`src/rtl/hdmi_timing_gen.sv`:
```
// hdmi_timing_gen: raster timing generator for the HDMI_* display-driver
// interface, plus a re-timing stage that lines the driver's pixel output up
// with delayed copies of DE/HSYNC/VSYNC for the external transmitter.
// Single clock domain (clk_hdmi), asynchronous active-high reset.
module hdmi_timing_gen #(
    parameter int          H_ACTIVE    = 640,
    parameter int          H_FP        = 16,
    parameter int          H_SYNC      = 96,
    parameter int          H_BP        = 48,
    parameter int          V_ACTIVE    = 480,
    parameter int          V_FP        = 10,
    parameter int          V_SYNC      = 2,
    parameter int          V_BP        = 33,
    parameter int          PIX_LATENCY = 0,
    parameter logic [23:0] BLANK_DATA  = 24'h000000
) (
    input  logic        clk_hdmi,
    input  logic        rst,
    output logic        HDMI_DE,
    output logic        HDMI_HSYNC,
    output logic        HDMI_VSYNC,
    input  logic [23:0] pix_in,
    output logic        tx_de,
    output logic        tx_hs,
    output logic        tx_vs,
    output logic [23:0] tx_d,
    output logic [9:0]  h_count,
    output logic [9:0]  v_count,
    output logic        frame_start
);

    localparam int H_TOTAL = H_ACTIVE + H_FP + H_SYNC + H_BP;
    localparam int V_TOTAL = V_ACTIVE + V_FP + V_SYNC + V_BP;

    // 10-bit copies of the raster boundaries so every compare is same-width.
    localparam logic [9:0] H_LAST     = 10'(H_TOTAL - 1);
    localparam logic [9:0] V_LAST     = 10'(V_TOTAL - 1);
    localparam logic [9:0] H_ACT      = 10'(H_ACTIVE);
    localparam logic [9:0] V_ACT      = 10'(V_ACTIVE);
    localparam logic [9:0] H_SYNC_BEG = 10'(H_ACTIVE + H_FP);
    localparam logic [9:0] H_SYNC_END = 10'(H_ACTIVE + H_FP + H_SYNC);
    localparam logic [9:0] V_SYNC_BEG = 10'(V_ACTIVE + V_FP);
    localparam logic [9:0] V_SYNC_END = 10'(V_ACTIVE + V_FP + V_SYNC);

    // {DE, HS, VS} value held by every sync register while in reset.
    localparam logic [2:0] SYNC_IDLE = 3'b011;

    logic [9:0]  h_q, h_d;
    logic [9:0]  v_q, v_d;
    logic        de_q, de_d;
    logic        hs_q, hs_d;
    logic        vs_q, vs_d;
    logic        fs_q, fs_d;
    logic [2:0]  sync_dly;          // {DE,HS,VS} as it was PIX_LATENCY clocks ago
    logic        tx_de_q, tx_hs_q, tx_vs_q;
    logic [23:0] tx_d_q;

    // Next raster position plus the timing outputs decoded from that position,
    // so the registered outputs always match the counters shown in the same cycle.
    always_comb begin
        h_d = h_q + 10'd1;
        v_d = v_q;
        if (h_q == H_LAST) begin
            h_d = 10'd0;
            v_d = (v_q == V_LAST) ? 10'd0 : v_q + 10'd1;
        end
        de_d = (h_d < H_ACT) && (v_d < V_ACT);
        hs_d = !((h_d >= H_SYNC_BEG) && (h_d < H_SYNC_END));
        vs_d = !((v_d >= V_SYNC_BEG) && (v_d < V_SYNC_END));
        fs_d = (h_d == 10'd0) && (v_d == 10'd0);
    end

    // Raster counters and timing outputs; reset parks on the last back-porch
    // position so the first clock after release lands on (0,0).
    always_ff @(posedge clk_hdmi or posedge rst) begin
        if (rst) begin
            h_q  <= H_LAST;
            v_q  <= V_LAST;
            de_q <= 1'b0;
            hs_q <= 1'b1;
            vs_q <= 1'b1;
            fs_q <= 1'b0;
        end else begin
            h_q  <= h_d;
            v_q  <= v_d;
            de_q <= de_d;
            hs_q <= hs_d;
            vs_q <= vs_d;
            fs_q <= fs_d;
        end
    end

    // Delay line matching the display driver's pixel latency; a zero-latency
    // source uses the timing outputs directly.
    generate
        if (PIX_LATENCY == 0) begin : g_no_dly
            assign sync_dly = {de_q, hs_q, vs_q};
        end else begin : g_dly
            logic [2:0] dly_q [PIX_LATENCY];

            // Shift {DE,HS,VS} one stage per clock; stage k is k+1 clocks old.
            always_ff @(posedge clk_hdmi or posedge rst) begin
                if (rst) begin
                    for (int k = 0; k < PIX_LATENCY; k++) begin
                        dly_q[k] <= SYNC_IDLE;
                    end
                end else begin
                    dly_q[0] <= {de_q, hs_q, vs_q};
                    for (int k = 1; k < PIX_LATENCY; k++) begin
                        dly_q[k] <= dly_q[k-1];
                    end
                end
            end

            assign sync_dly = dly_q[PIX_LATENCY-1];
        end
    endgenerate

    // Transmitter register: pixel data is only let through while the delayed
    // DE is high, so anything the driver presents during blanking is dropped.
    always_ff @(posedge clk_hdmi or posedge rst) begin
        if (rst) begin
            tx_de_q <= 1'b0;
            tx_hs_q <= 1'b1;
            tx_vs_q <= 1'b1;
            tx_d_q  <= BLANK_DATA;
        end else begin
            tx_de_q <= sync_dly[2];
            tx_hs_q <= sync_dly[1];
            tx_vs_q <= sync_dly[0];
            tx_d_q  <= sync_dly[2] ? pix_in : BLANK_DATA;
        end
    end

    assign h_count     = h_q;
    assign v_count     = v_q;
    assign HDMI_DE     = de_q;
    assign HDMI_HSYNC  = hs_q;
    assign HDMI_VSYNC  = vs_q;
    assign frame_start = fs_q;
    assign tx_de       = tx_de_q;
    assign tx_hs       = tx_hs_q;
    assign tx_vs       = tx_vs_q;
    assign tx_d        = tx_d_q;

endmodule

```
`config.mk`:
```
export PLATFORM = sky130hd
export DESIGN_NAME = hdmi_timing_gen
export DESIGN_NICKNAME = d
export VERILOG_FILES = /design/src/rtl/hdmi_timing_gen.sv
export SDC_FILE = /design/constraint.sdc
export NUM_CORES = 1
export LEC_CHECK = 0
export CORE_MARGIN = 2
export CORE_UTILIZATION = 49
export CTS_CLUSTER_SIZE = 30
export DETAILED_ROUTE_END_ITERATION = 10
export GPL_TIMING_DRIVEN = 1
export PLACE_DENSITY = 0.85
export RECOVER_POWER = 50
export SYNTH_ARGS = -nofsm -noshare
export SYNTH_HDL_FRONTEND = slang
export SYNTH_SLANG_ARGS = --single-unit
```
`constraint.sdc`:
```
create_clock -name clk_hdmi -period 5.36 [get_ports clk_hdmi]
set_input_delay 1.072 -clock clk_hdmi [delete_from_list [all_inputs] [get_ports clk_hdmi]]
set_output_delay 1.072 -clock clk_hdmi [all_outputs]
set_load 0.03 [all_outputs]
```
# ---- Word-level counts from Yosys, hierarchy flattened
# Cells that the tools add are included.
dict set report word_totals {
  reg_bits 51
  wordCells 32
  in_bits 26
  output_inout_bits 51
}
dict set report op_classes {
  reduce_logical 8
  order_cmp 6
  eq_ne 2
  n_addsub 2
  n_mux 4
}
# op n
set op_table {}
lappend op_table {{10-bit two-way mux} 3}
lappend op_table {{24-bit two-way mux} 1}
lappend op_table {{10-bit by 1-bit adder with 10-bit output (second input constant)} 2}
lappend op_table {{10-bit == test (second input constant)} 2}
lappend op_table {{10-bit zero test} 2}
lappend op_table {{10-bit < comparator (second input constant)} 2}
lappend op_table {{10-bit by 9-bit < comparator with 1-bit output (second input constant)} 2}
lappend op_table {{10-bit >= comparator (second input constant)} 1}
lappend op_table {{10-bit by 9-bit >= comparator with 1-bit output (second input constant)} 1}
lappend op_table {{1-bit logical AND} 4}
lappend op_table {{1-bit zero test} 2}

# ---- Depth between registers and ports, before layout
# Gate-level depths: netlist of run 1.
dict set report depth {
  ltp_word 6
  mapped_depth 9
  ltp_nobuf 8
}

# ---- Worst setup path before layout of run 1
# No wires, ideal clock.
dict set report synth_path {
  kind {reg2reg}
  start {reg h_q[0], in the netlist h_count[0]}
  end {reg fs_q, in the netlist frame_start}
  slack_ns 3.015
  path_buffers 0
  arrival_time_ns 2.250
  period_less_slack_ns 2.345
  path_stages_with_launch 8
  setup_time_ns 0.095
  cell_sequence {dfstp_2 > ha_1 > nand4_1 > nor4_1 > a31oi_1 > a211oi_1 > o21ai_1 > nor4b_2}
}
dict set report synth_via {
  elab_chain_len 4
  word_cells_on_any_way 7
  classes_between {1 x add/sub; 1 x eq/ne; 2 x mux; 3 x reduce/logical}
}
# item line_no
set synth_lines {}
lappend synth_lines {{start: declaration} 48} ;# logic [9:0] h_q, h_d;
lappend synth_lines {{start signal: assignment} 77} ;# h_q <= H_LAST;
lappend synth_lines {{start signal: assignment} 84} ;# h_q <= h_d;
lappend synth_lines {{10-bit by 1-bit adder with 10-bit output or 10-bit == test (tied branches)} {61, 63}}
lappend synth_lines {{10-bit two-way mux} 63} ;# if (h_q == H_LAST) begin
lappend synth_lines {{10-bit zero test} 70} ;# fs_d = (h_d == 10'd0) && (v_d == 10'd0);
lappend synth_lines {{1-bit logical AND *} 70}
lappend synth_lines {{via fs_d} 53} ;# logic fs_q, fs_d;
lappend synth_lines {{end signal: assignment} 89} ;# fs_q <= fs_d;
lappend synth_lines {{end: declaration} 53}
# Mark *: on every way through the listed nets, which the timed path passes. The rest lies on a longest branch.

# ---- Final worst setup path of run 1
# Ends and elaborated chain as after synthesis.

==> run_results.csv, run 1 <==
group,metric,value,unit
setup_path,r2r-start,"h_count[0]$_DFF_PP1_",
drt,vias_per_cell,5.35,
clock_tree,clockRootBuffer,"clkbuf_8",
sta,tns,0,ns
min_path,min_from,"HDMI_HSYNC$_DFF_PP1_",
floorplan,die_area,5230,sq um
sta,hold_violations,0,
power,power.density,231,nW/um^2
drt,drc,0,
placement,post-place-ws,2.58,ns
placement,gp_congestion,0.812,
clock_tree,cts_resized,0,
yosys,ys_types,49,
setup_path,rr_endpoint,"frame_start$_DFF_PP0_",
clock_tree,clk_pin_slew,0.09,ns
yosys,synth-edff-count,0,
floorplan,pin_count,77,
global_routing,grt_antenna_before_repair,0,
placement,hpwl,3720,um
min_path,hold_path_end,"tx_hs$_DFF_PP1_",
sta,clock-skew-final,0.00461,ns
sta,max_freq,292,MHz
final_layout,diodes,0,
sta,fin_crit,3.42,ns
final_layout,drive_gt1_share,9.29,%
final_layout,fin_cells,332,
drt,drt_first_pass_iters,4,
sta,setup_slack,1.94,ns
global_routing,grt-ovfl-total,0,
setup_path,reg2reg_slack,1.94,ns
setup_path,end_kind,"register",
placement,io_buffers,76,
yosys,synthArstFlopShare,100,%
yosys,synth.cell_area,2290,sq um
clock_tree,cts_setup_buffers,0,
final_layout,area_growth,38.1,%
yosys,synth_area_leaders,"dfrtp_1 (40%), dfstp_2 (16%), and2_1 (7.4%)",
outcome,run_status,"finished, violations left",
sta,setup_viol,0,
yosys,yosysTopAreaCellShare,40.5,%
yosys,synth_cells,207,
sta,fin_crit_sh,63.8,%
setup_path,start_kind,"register",
clock_tree,cts_tree,"done",
drt,post_drt_wl_per_cell,15.6,um
setup_path,critical_path.cell_chain,"ha_1 -> nand4_1 -> nor3_1 -> o21ai_0 -> a22oi_1 -> o21ai_1 -> nor4b_2",
clock_tree,numClockSinks,51,
yosys,synth.most_common_cell,"dfrtp_1",
clock_tree,cts_buffers,5,
sta,grt_setup_unrepaired,"no",
drt,dr_total_vias,1777,
final_layout,n_fill_cell,335,
global_routing,grt_usage,20.9,%
setup_path,cp_data_required_time,5.57,ns
floorplan,die_w,72.3,um
run,drv_cap,2,
yosys,synth_common_cells,"dfrtp_1 (37), and2_1 (27), nor2_1 (15), dfstp_2 (14), nand2_1 (14)",
clock_tree,clk_path_buf_depth,2,
clock_tree,h-tree-depth,2,
yosys,synthFlopType,"dfrtp_1",
yosys,yosys_warnings,0,
yosys,synth_top_cell_by_area,"dfrtp_1",
clock_tree,hold_buffers,0,
global_routing,grt_max_degree,52,
floorplan,start_util,51.8,%
floorplan,core_area,4410,sq um
min_path,hp-class,"register to register",
yosys,avgSynthCellArea,11.1,sq um
global_routing,grt_pass1_wl,8250,um
global_routing,grt_pass1_vias,1695,
sta,hold_slack,0.377,ns
drt,antenna_left,0,
floorplan,row_count,24,
clock_tree,clk_latency,0.31,ns
yosys,syn-num-nets,236,
setup_path,critPathMaxStageDelay,1.23,ns
yosys,synth_seq_cells,51,
sta,slew_headroom,-23.6,%
power,power_leakage,1.25,nW
floorplan,die_h,72.3,um
final_layout,finalNetCount,308,
outcome,violations,"capacitance limit, slew limit",
setup_path,r2r_cells,7,
yosys,yosysSeqAreaShare,56.5,%
sta,finalMaxSlewViolations,68,
min_path,hold_depth,0,
drt,drtIter0Drc,166,
power,ir_worst_vdd,0.172,mV
drt,wl,5170,um
setup_path,critical_path.max_fanout,15,
setup_path,crit_arrival,3.63,ns
placement,dp.cells,324,
setup_path,path_class,"register to register",
setup_path,cp_slowest_cell,"nor3_1",
sta,worst_pin_slew,1.85,ns
layout make-up:
type,instances,area [sq um],share of cell area (%)
Sequential cell,51,1290,41.0
Multi-Input combinational cell,138,903,28.6
Timing Repair Buffer,76,761,24.1
Clock buffer,6,72.6,2.30
Tap cell,52,65.1,2.06
Clock inverter,2,37.5,1.19
Inverter,7,26.3,0.832
metal layers:
layer  global-route usage, %  part of all wire, %
met1                    27.2                   42
met3                    3.89                  4.0
met4                    9.43                  2.4
met5                       0                    0
met2                    34.1                   51
cells by family after synthesis:
family                   count (synthesis)  synth area share (%)
AO/OA/AOI/OAI                           26                  8.26
XOR/XNOR                                13                  4.98
adder cells (fa/ha/maj)                  3                  1.64
buffers and inverters                   18                  3.77
flip-flops                              51                  56.5
multiplexers                             1                 0.437
AND/OR/NAND/NOR                         95                  24.4
flip-flops by register name (all words and copies together), names as in the netlist:
name	flops
frame_start	1
HDMI_HSYNC	1
v_count	10
tx_vs	1
HDMI_VSYNC	1
tx_hs	1
HDMI_DE	1
tx_d	24
h_count	10
tx_de	1
worst max-delay path by stage:
stage                     slack, ns  cells past startpoint                  from                    end
after global routing           1.71                      7  h_count[0]$_DFF_PP1_  frame_start$_DFF_PP0_
after global placement         2.77                      7  h_count[0]$_DFF_PP1_  frame_start$_DFF_PP0_
after floorplan                3.02                      7  h_count[0]$_DFF_PP1_  frame_start$_DFF_PP0_
after detailed placement       2.58                      7  h_count[0]$_DFF_PP1_  frame_start$_DFF_PP0_
after CTS                      2.42                      1     HDMI_DE$_DFF_PP0_                HDMI_DE
final                          1.94                      7  h_count[0]$_DFF_PP1_  frame_start$_DFF_PP0_
cells in the final DEF (no fill, tap or decap), types with 2 or more instances in the layout:
cell / n
nand2_1: 14
nand3_1: 12
ha_1: 3
dfstp_2: 10
dfstp_1: 4
nor3_1: 5
inv_1: 7
clkbuf_8: 5
and2_0: 18
and4_1: 3
xor2_1: 6
and3_1: 2
dlygate4sd3_1: 8
xnor2_1: 7
nand4_1: 3
a2bb2oi_1: 2
and2_1: 10
a31oi_1: 2
clkdlybuf4s50_1: 68
dfrtp_1: 37
nor2_1: 15
a211oi_1: 2
o21ai_0: 8
through the flow:
stage	utilization, %	cell area, sq um	power, mW
after global routing	71.6	3160	0.756
after global placement	69.2	3050	0.473
after floorplan	-	2290	0.435
after CTS	71.7	3160	0.737
after detailed placement	69.2	3050	0.474
final	71.6	3160	0.728
power by group:
group	leakage, nW	internal, mW	switching, mW
clock	0.0514	0.139	0.125
sequential	0.588	0.394	0.00219
combinational	0.610	0.0338	0.0345
total	1.25	0.567	0.161
worst max-delay path, delay by kind of cell (launching register included):
| kind | cells | cell delay (ns) |
|---|---|---|
| compound gates | 3 | 0.77 |
| simple gates | 3 | 1.66 |
| flops | 1 | 0.59 |
| fa+ha+maj | 1 | 0.29 |
Power figures use the tool's default switching activity.
==> run 2: changes to the inputs <==
--- a/config.mk
+++ b/config.mk
@@ -6,11 +6,11 @@
 export NUM_CORES = 1
 export LEC_CHECK = 0
 export CORE_MARGIN = 2
-export CORE_UTILIZATION = 49
+export CORE_UTILIZATION = 41
 export CTS_CLUSTER_SIZE = 30
 export DETAILED_ROUTE_END_ITERATION = 10
 export GPL_TIMING_DRIVEN = 1
-export PLACE_DENSITY = 0.85
+export PLACE_DENSITY = 0.76
 export RECOVER_POWER = 50
 export SYNTH_ARGS = -nofsm -noshare
 export SYNTH_HDL_FRONTEND = slang
==> constraint.sdc (replaced) <==
create_clock -name clk_hdmi -period 3 [get_ports clk_hdmi]
set_input_delay 0.6 -clock clk_hdmi [delete_from_list [all_inputs] [get_ports clk_hdmi]]
set_output_delay 0.6 -clock clk_hdmi [all_outputs]
set_load 0.03 [all_outputs]
==> run 2 against run 1 <==
Compared with the run above: the flow now finishes without violations; routed wire length decreased by 0.33%; first-iteration DRC count decreased by 46%; total power increased by 69%; register-to-register slack got worse by 1.6 ns.
==> run_results.csv, run 2 (synthesis gave the netlist of run 1 again) <==
group,metric,value,unit
sta,fin_crit_sh,90.0,%
setup_path,reg2reg_slack,0.33,ns
drt,antenna_left,0,
global_routing,grt-ovfl-total,0,
min_path,min_from,"HDMI_HSYNC$_DFF_PP1_",
setup_path,r2r_cells,7,
floorplan,die_h,78.7,um
clock_tree,clockRootBuffer,"clkbuf_8",
global_routing,grt_max_degree,29,
final_layout,n_fill_cell,462,
final_layout,area_growth,39.1,%
power,power_leakage,1.25,nW
drt,drtIter0Drc,89,
sta,tns,0,ns
setup_path,path_class,"register to output pin",
clock_tree,clk_latency,0.31,ns
floorplan,start_util,42.1,%
sta,hold_slack,0.368,ns
setup_path,rr_endpoint,"frame_start$_DFF_PP0_",
placement,io_buffers,76,
final_layout,final_cell_mix,"clkdlybuf4s50_1 (75), dfrtp_1 (37), and2_1 (17)",
clock_tree,clk_path_buf_depth,2,
clock_tree,cts_resized,0,
sta,fin_crit,2.70,ns
clock_tree,numClockSinks,51,
setup_path,r2r-start,"h_count[0]$_DFF_PP1_",
setup_path,crit_arrival,2.10,ns
clock_tree,cts_tree,"done",
setup_path,critical_path.max_fanout,26,
sta,clock-skew-final,0.00670,ns
floorplan,die_area,6200,sq um
placement,gp_congestion,0.833,
sta,finalMaxSlewViolations,0,
min_path,hold_path_end,"tx_hs$_DFF_PP1_",
final_layout,diodes,0,
setup_path,cp_data_required_time,2.40,ns
clock_tree,cts_setup_buffers,0,
floorplan,pin_count,77,
power,power.density,388,nW/um^2
setup_path,end_kind,"output pin",
drt,wl,5160,um
clock_tree,clk_pin_slew,0.09,ns
placement,hpwl,3770,um
global_routing,grt_pass1_wl,8510,um
outcome,run_status,"finished clean",
min_path,hold_depth,0,
sta,worst_pin_slew,0.891,ns
clock_tree,hold_buffers,0,
sta,grt_setup_unrepaired,"no",
placement,post-place-ws,0.380,ns
min_path,hp-class,"register to register",
global_routing,grt_antenna_before_repair,0,
floorplan,die_w,78.7,um
sta,setup_slack,0.300,ns
clock_tree,h-tree-depth,2,
run,drv_cap,0,
setup_path,start_kind,"register",
drt,vias_per_cell,5.11,
global_routing,grt_pass1_vias,1739,
power,ir_worst_vdd,0.257,mV
sta,max_freq,370,MHz
drt,post_drt_wl_per_cell,14.5,um
final_layout,finalNetCount,311,
clock_tree,cts_buffers,5,
sta,setup_viol,0,
drt,drt_first_pass_iters,4,
final_layout,drive_gt1_share,11.3,%
final_layout,final_common_cell,"clkdlybuf4s50_1",
sta,slew_headroom,40.5,%
drt,dr_total_vias,1814,
final_layout,largest_register_ffs,24,
drt,drc,0,
sta,hold_violations,0,
floorplan,row_count,27,
global_routing,grt_usage,17.8,%
floorplan,core_area,5440,sq um
## run 2: worst max-delay path, stage by stage (launching register included)
cell and delay (ns):
dfrtp_1 0.33, clkbuf_1 0.64, clkdlybuf4s50_1 0.82
## run 2: area by class of cell
type	instances	area (sq um)	area share, %
repair buffers	79	777	24.4
flip-flops and latches	51	1290	40.6
clock inverters	2	16.3	0.511
well taps	72	90.1	2.83
multi-input cells	138	908	28.5
inverters	7	26.3	0.825
clock buffers	6	72.6	2.28
## run 2: metrics by stage
step	cells	cell area [sq um]	util (%)	power, mW
floorplan	207	2290	-	0.777
global placement	347	3110	57.3	0.849
detailed placement	347	3110	57.3	0.851
CTS	355	3200	58.9	1.26
global route	355	3180	58.5	1.28
finish	355	3180	58.5	1.23
## run 2: how the worst max path moves through the flow
stage	cells after the start	slack, ns	endpoint	start
final	2	0.30	HDMI_DE	HDMI_DE$_DFF_PP0_
after CTS	7	0.37	frame_start$_DFF_PP0_	h_count[0]$_DFF_PP1_
after floorplan	7	0.66	frame_start$_DFF_PP0_	h_count[0]$_DFF_PP1_
after detailed placement	7	0.38	frame_start$_DFF_PP0_	h_count[0]$_DFF_PP1_
after global routing	7	0.04	frame_start$_DFF_PP0_	h_count[0]$_DFF_PP1_
after global placement	7	0.52	frame_start$_DFF_PP0_	h_count[0]$_DFF_PP1_
## run 2: report_power, final
part	internal [mW]	total (mW)	leakage, nW	switching, mW
combinational	0.0630	0.124	0.622	0.0614
sequential	0.704	0.708	0.590	0.00408
clock	0.168	0.402	0.0418	0.234
total	0.935	1.23	1.25	0.299
## run 2: routing by layer
layer | vias up | GRT usage [%] | wire, um
met3 | 8 | 3.64 | 235
met2 | 54 | 29.9 | 2670
met1 | 885 | 22.2 | 2150
li1 | 867 | - | -
met4 | 0 | 7.54 | 98
met5 | - | 0 | 0
==> run 3: changes to the inputs <==
--- a/config.mk
+++ b/config.mk
@@ -5,6 +5,7 @@
 export SDC_FILE = /design/constraint.sdc
 export NUM_CORES = 1
 export LEC_CHECK = 0
+export ABC_CLOCK_PERIOD_IN_PS = 3000
 export CORE_MARGIN = 2
 export CORE_UTILIZATION = 41
 export CTS_CLUSTER_SIZE = 30
@@ -12,6 +13,7 @@
 export GPL_TIMING_DRIVEN = 1
 export PLACE_DENSITY = 0.76
 export RECOVER_POWER = 50
+export SETUP_SLACK_MARGIN = 0.3
 export SYNTH_ARGS = -nofsm -noshare
 export SYNTH_HDL_FRONTEND = slang
 export SYNTH_SLANG_ARGS = --single-unit
==> run 3 against run 2 <==
Compared with the run above: register-to-register slack improved by 0.25 ns; routed wire length fell by 0.14%; fmax rose by 11%; die area did not move; via count rose by 0.66%; design area rose by 0.59%; utilization rose by 0.35 points; count of clock-buffer cells in the layout did not move; first-iteration DRC count rose by 1.1%; worst setup slack improved by 0.28 ns; combinational power barely moved; critical path type is now register to register; critical endpoint is now frame_start$_DFF_PP0_.
==> run_results.csv, run 3 (synthesis gave the netlist of run 1 again) <==
group,metric,value,unit
floorplan,pin_count,77,
floorplan,core_area,5440,sq um
placement,gp_congestion,0.833,
outcome,run_status,"finished clean",
sta,fin_crit,2.42,ns
final_layout,largest_register_ffs,24,
final_layout,finalNetCount,311,
sta,worst_pin_slew,0.891,ns
sta,hold_slack,0.368,ns
sta,fin_crit_sh,80.8,%
clock_tree,cts_buffers,5,
setup_path,r2r_cells,8,
drt,drt_first_pass_iters,4,
placement,io_buffers,76,
sta,grt_setup_unrepaired,"no",
power,power.density,384,nW/um^2
min_path,hp-class,"register to register",
clock_tree,cts_tree,"done",
setup_path,end_kind,"register",
final_layout,final_cell_mix,"clkdlybuf4s50_1 (60), dfrtp_1 (37), and2_1 (18)",
final_layout,drive_gt1_share,11.7,%
power,ir_worst_vdd,0.256,mV
floorplan,row_count,27,
placement,dp.cells,347,
floorplan,start_util,42.1,%
drt,drc,0,
floorplan,die_h,78.7,um
final_layout,area_growth,40.0,%
global_routing,grt_pass1_wl,8510,um
min_path,hold_depth,0,
clock_tree,clockRootBuffer,"clkbuf_8",
sta,max_freq,412,MHz
setup_path,critical_path.max_fanout,14,
final_layout,final_common_cell,"clkdlybuf4s50_1",
sta,setup_viol,0,
sta,clock-skew-final,0.00637,ns
drt,vias_per_cell,5.14,
global_routing,grt_usage,17.8,%
setup_path,path_class,"register to register",
power,power,1.23,mW
clock_tree,h-tree-depth,2,
sta,hold_violations,0,
clock_tree,numClockSinks,51,
setup_path,cp_data_required_time,3.22,ns
setup_path,start_kind,"register",
setup_path,critical_path.cell_chain,"ha_1 -> nand4_1 -> nor3_2 -> buf_4 -> nand3_1 -> a211oi_1 -> o21ai_1 -> nor4b_2",
final_layout,n_fill_cell,458,
global_routing,grt_pass1_vias,1739,
drt,dr_total_vias,1826,
drt,drtIter0Drc,90,
placement,dpl-instance-area,3110,sq um
final_layout,final_design_area_no_fill,3200,sq um
drt,post_drt_wl_per_cell,14.5,um
clock_tree,hold_buffers,0,
setup_path,crit_arrival,2.65,ns
placement,hpwl,3770,um
setup_path,cp_slowest_cell,"dfstp_1",
global_routing,grt_antenna_before_repair,0,
run,drv_cap,0,
global_routing,grt-ovfl-total,0,
drt,wl,5150,um
setup_path,critPathMaxStageDelay,0.59,ns
power,power_leakage,1.28,nW
clock_tree,clk_latency,0.31,ns
global_routing,grt_max_degree,29,
floorplan,die_area,6200,sq um
final_layout,diodes,0,
floorplan,die_w,78.7,um
final_layout,fin_cells,355,
clock_tree,clk_pin_slew,0.09,ns
sta,finalMaxSlewViolations,0,
sta,slew_headroom,40.5,%
sta,tns,0,ns
drt,antenna_left,0,
clock_tree,clk_path_buf_depth,2,
[run 3: through the flow]
stage,utilization (%),setup WS [ns]
after floorplan,-,0.655
after global placement,57.3,0.516
after detailed placement,57.3,0.380
after CTS,58.9,0.366
after global routing,58.9,0.258
final,58.9,0.575
[run 3: final timing paths]
check / startpoint / end / slack (ns)
hold / removal: HDMI_HSYNC$_DFF_PP1_ / tx_hs$_DFF_PP1_ / 0.37
setup reg to reg: h_count[0]$_DFF_PP1_ / frame_start$_DFF_PP0_ / 0.58
setup / recovery: h_count[0]$_DFF_PP1_ / frame_start$_DFF_PP0_ / 0.58
max in group asynchronous: rst / h_count[6]$_DFF_PP0_ / 0.91
min in group asynchronous: rst / tx_d[4]$_DFF_PP0_ / 0.91
hold reg to reg: HDMI_HSYNC$_DFF_PP1_ / tx_hs$_DFF_PP1_ / 0.37
[run 3: area by class of cell]
| type | instances | area, sq um | share of cell area [%] |
|---|---|---|---|
| inverters | 7 | 26.3 | 0.820 |
| well taps | 72 | 90.1 | 2.81 |
| flip-flops and latches | 51 | 1290 | 40.4 |
| multi-input cells | 138 | 923 | 28.8 |
| repair buffers | 79 | 781 | 24.4 |
| clock buffers | 6 | 72.6 | 2.27 |
| clock inverters | 2 | 16.3 | 0.508 |
[run 3: repair_timing]
item	4_1_cts	5_1_grt
setup endpoints to repair	0	2
buffers inserted	0	0
resized for setup	0	2
hold endpoints to repair	0	0
[run 3: critical path: cells and delay by family, from the launching register on]
family | cells | cell delay, ns
and+or+nand+nor | 4 | 0.81
AOI/OAI and AO/OA | 2 | 0.43
buffers and inverters | 1 | 0.24
DFF | 1 | 0.59
adders and majority gates | 1 | 0.27
[run 3: report_power, final]
group          switching [mW]  leakage, nW  internal [mW]
registers             0.00408        0.589          0.704
logic                  0.0614        0.647         0.0592
clock network           0.234       0.0418          0.168
[run 3: layer usage]
| layer | share of wire, % | track usage, % | vias up |
|---|---|---|---|
| met4 | 1.9 | 7.54 | 0 |
| met5 | 0 | 0 | - |
| met2 | 51 | 29.9 | 55 |
| met1 | 42 | 22.2 | 895 |
| met3 | 4.9 | 3.64 | 8 |
| li1 | - | - | 868 |
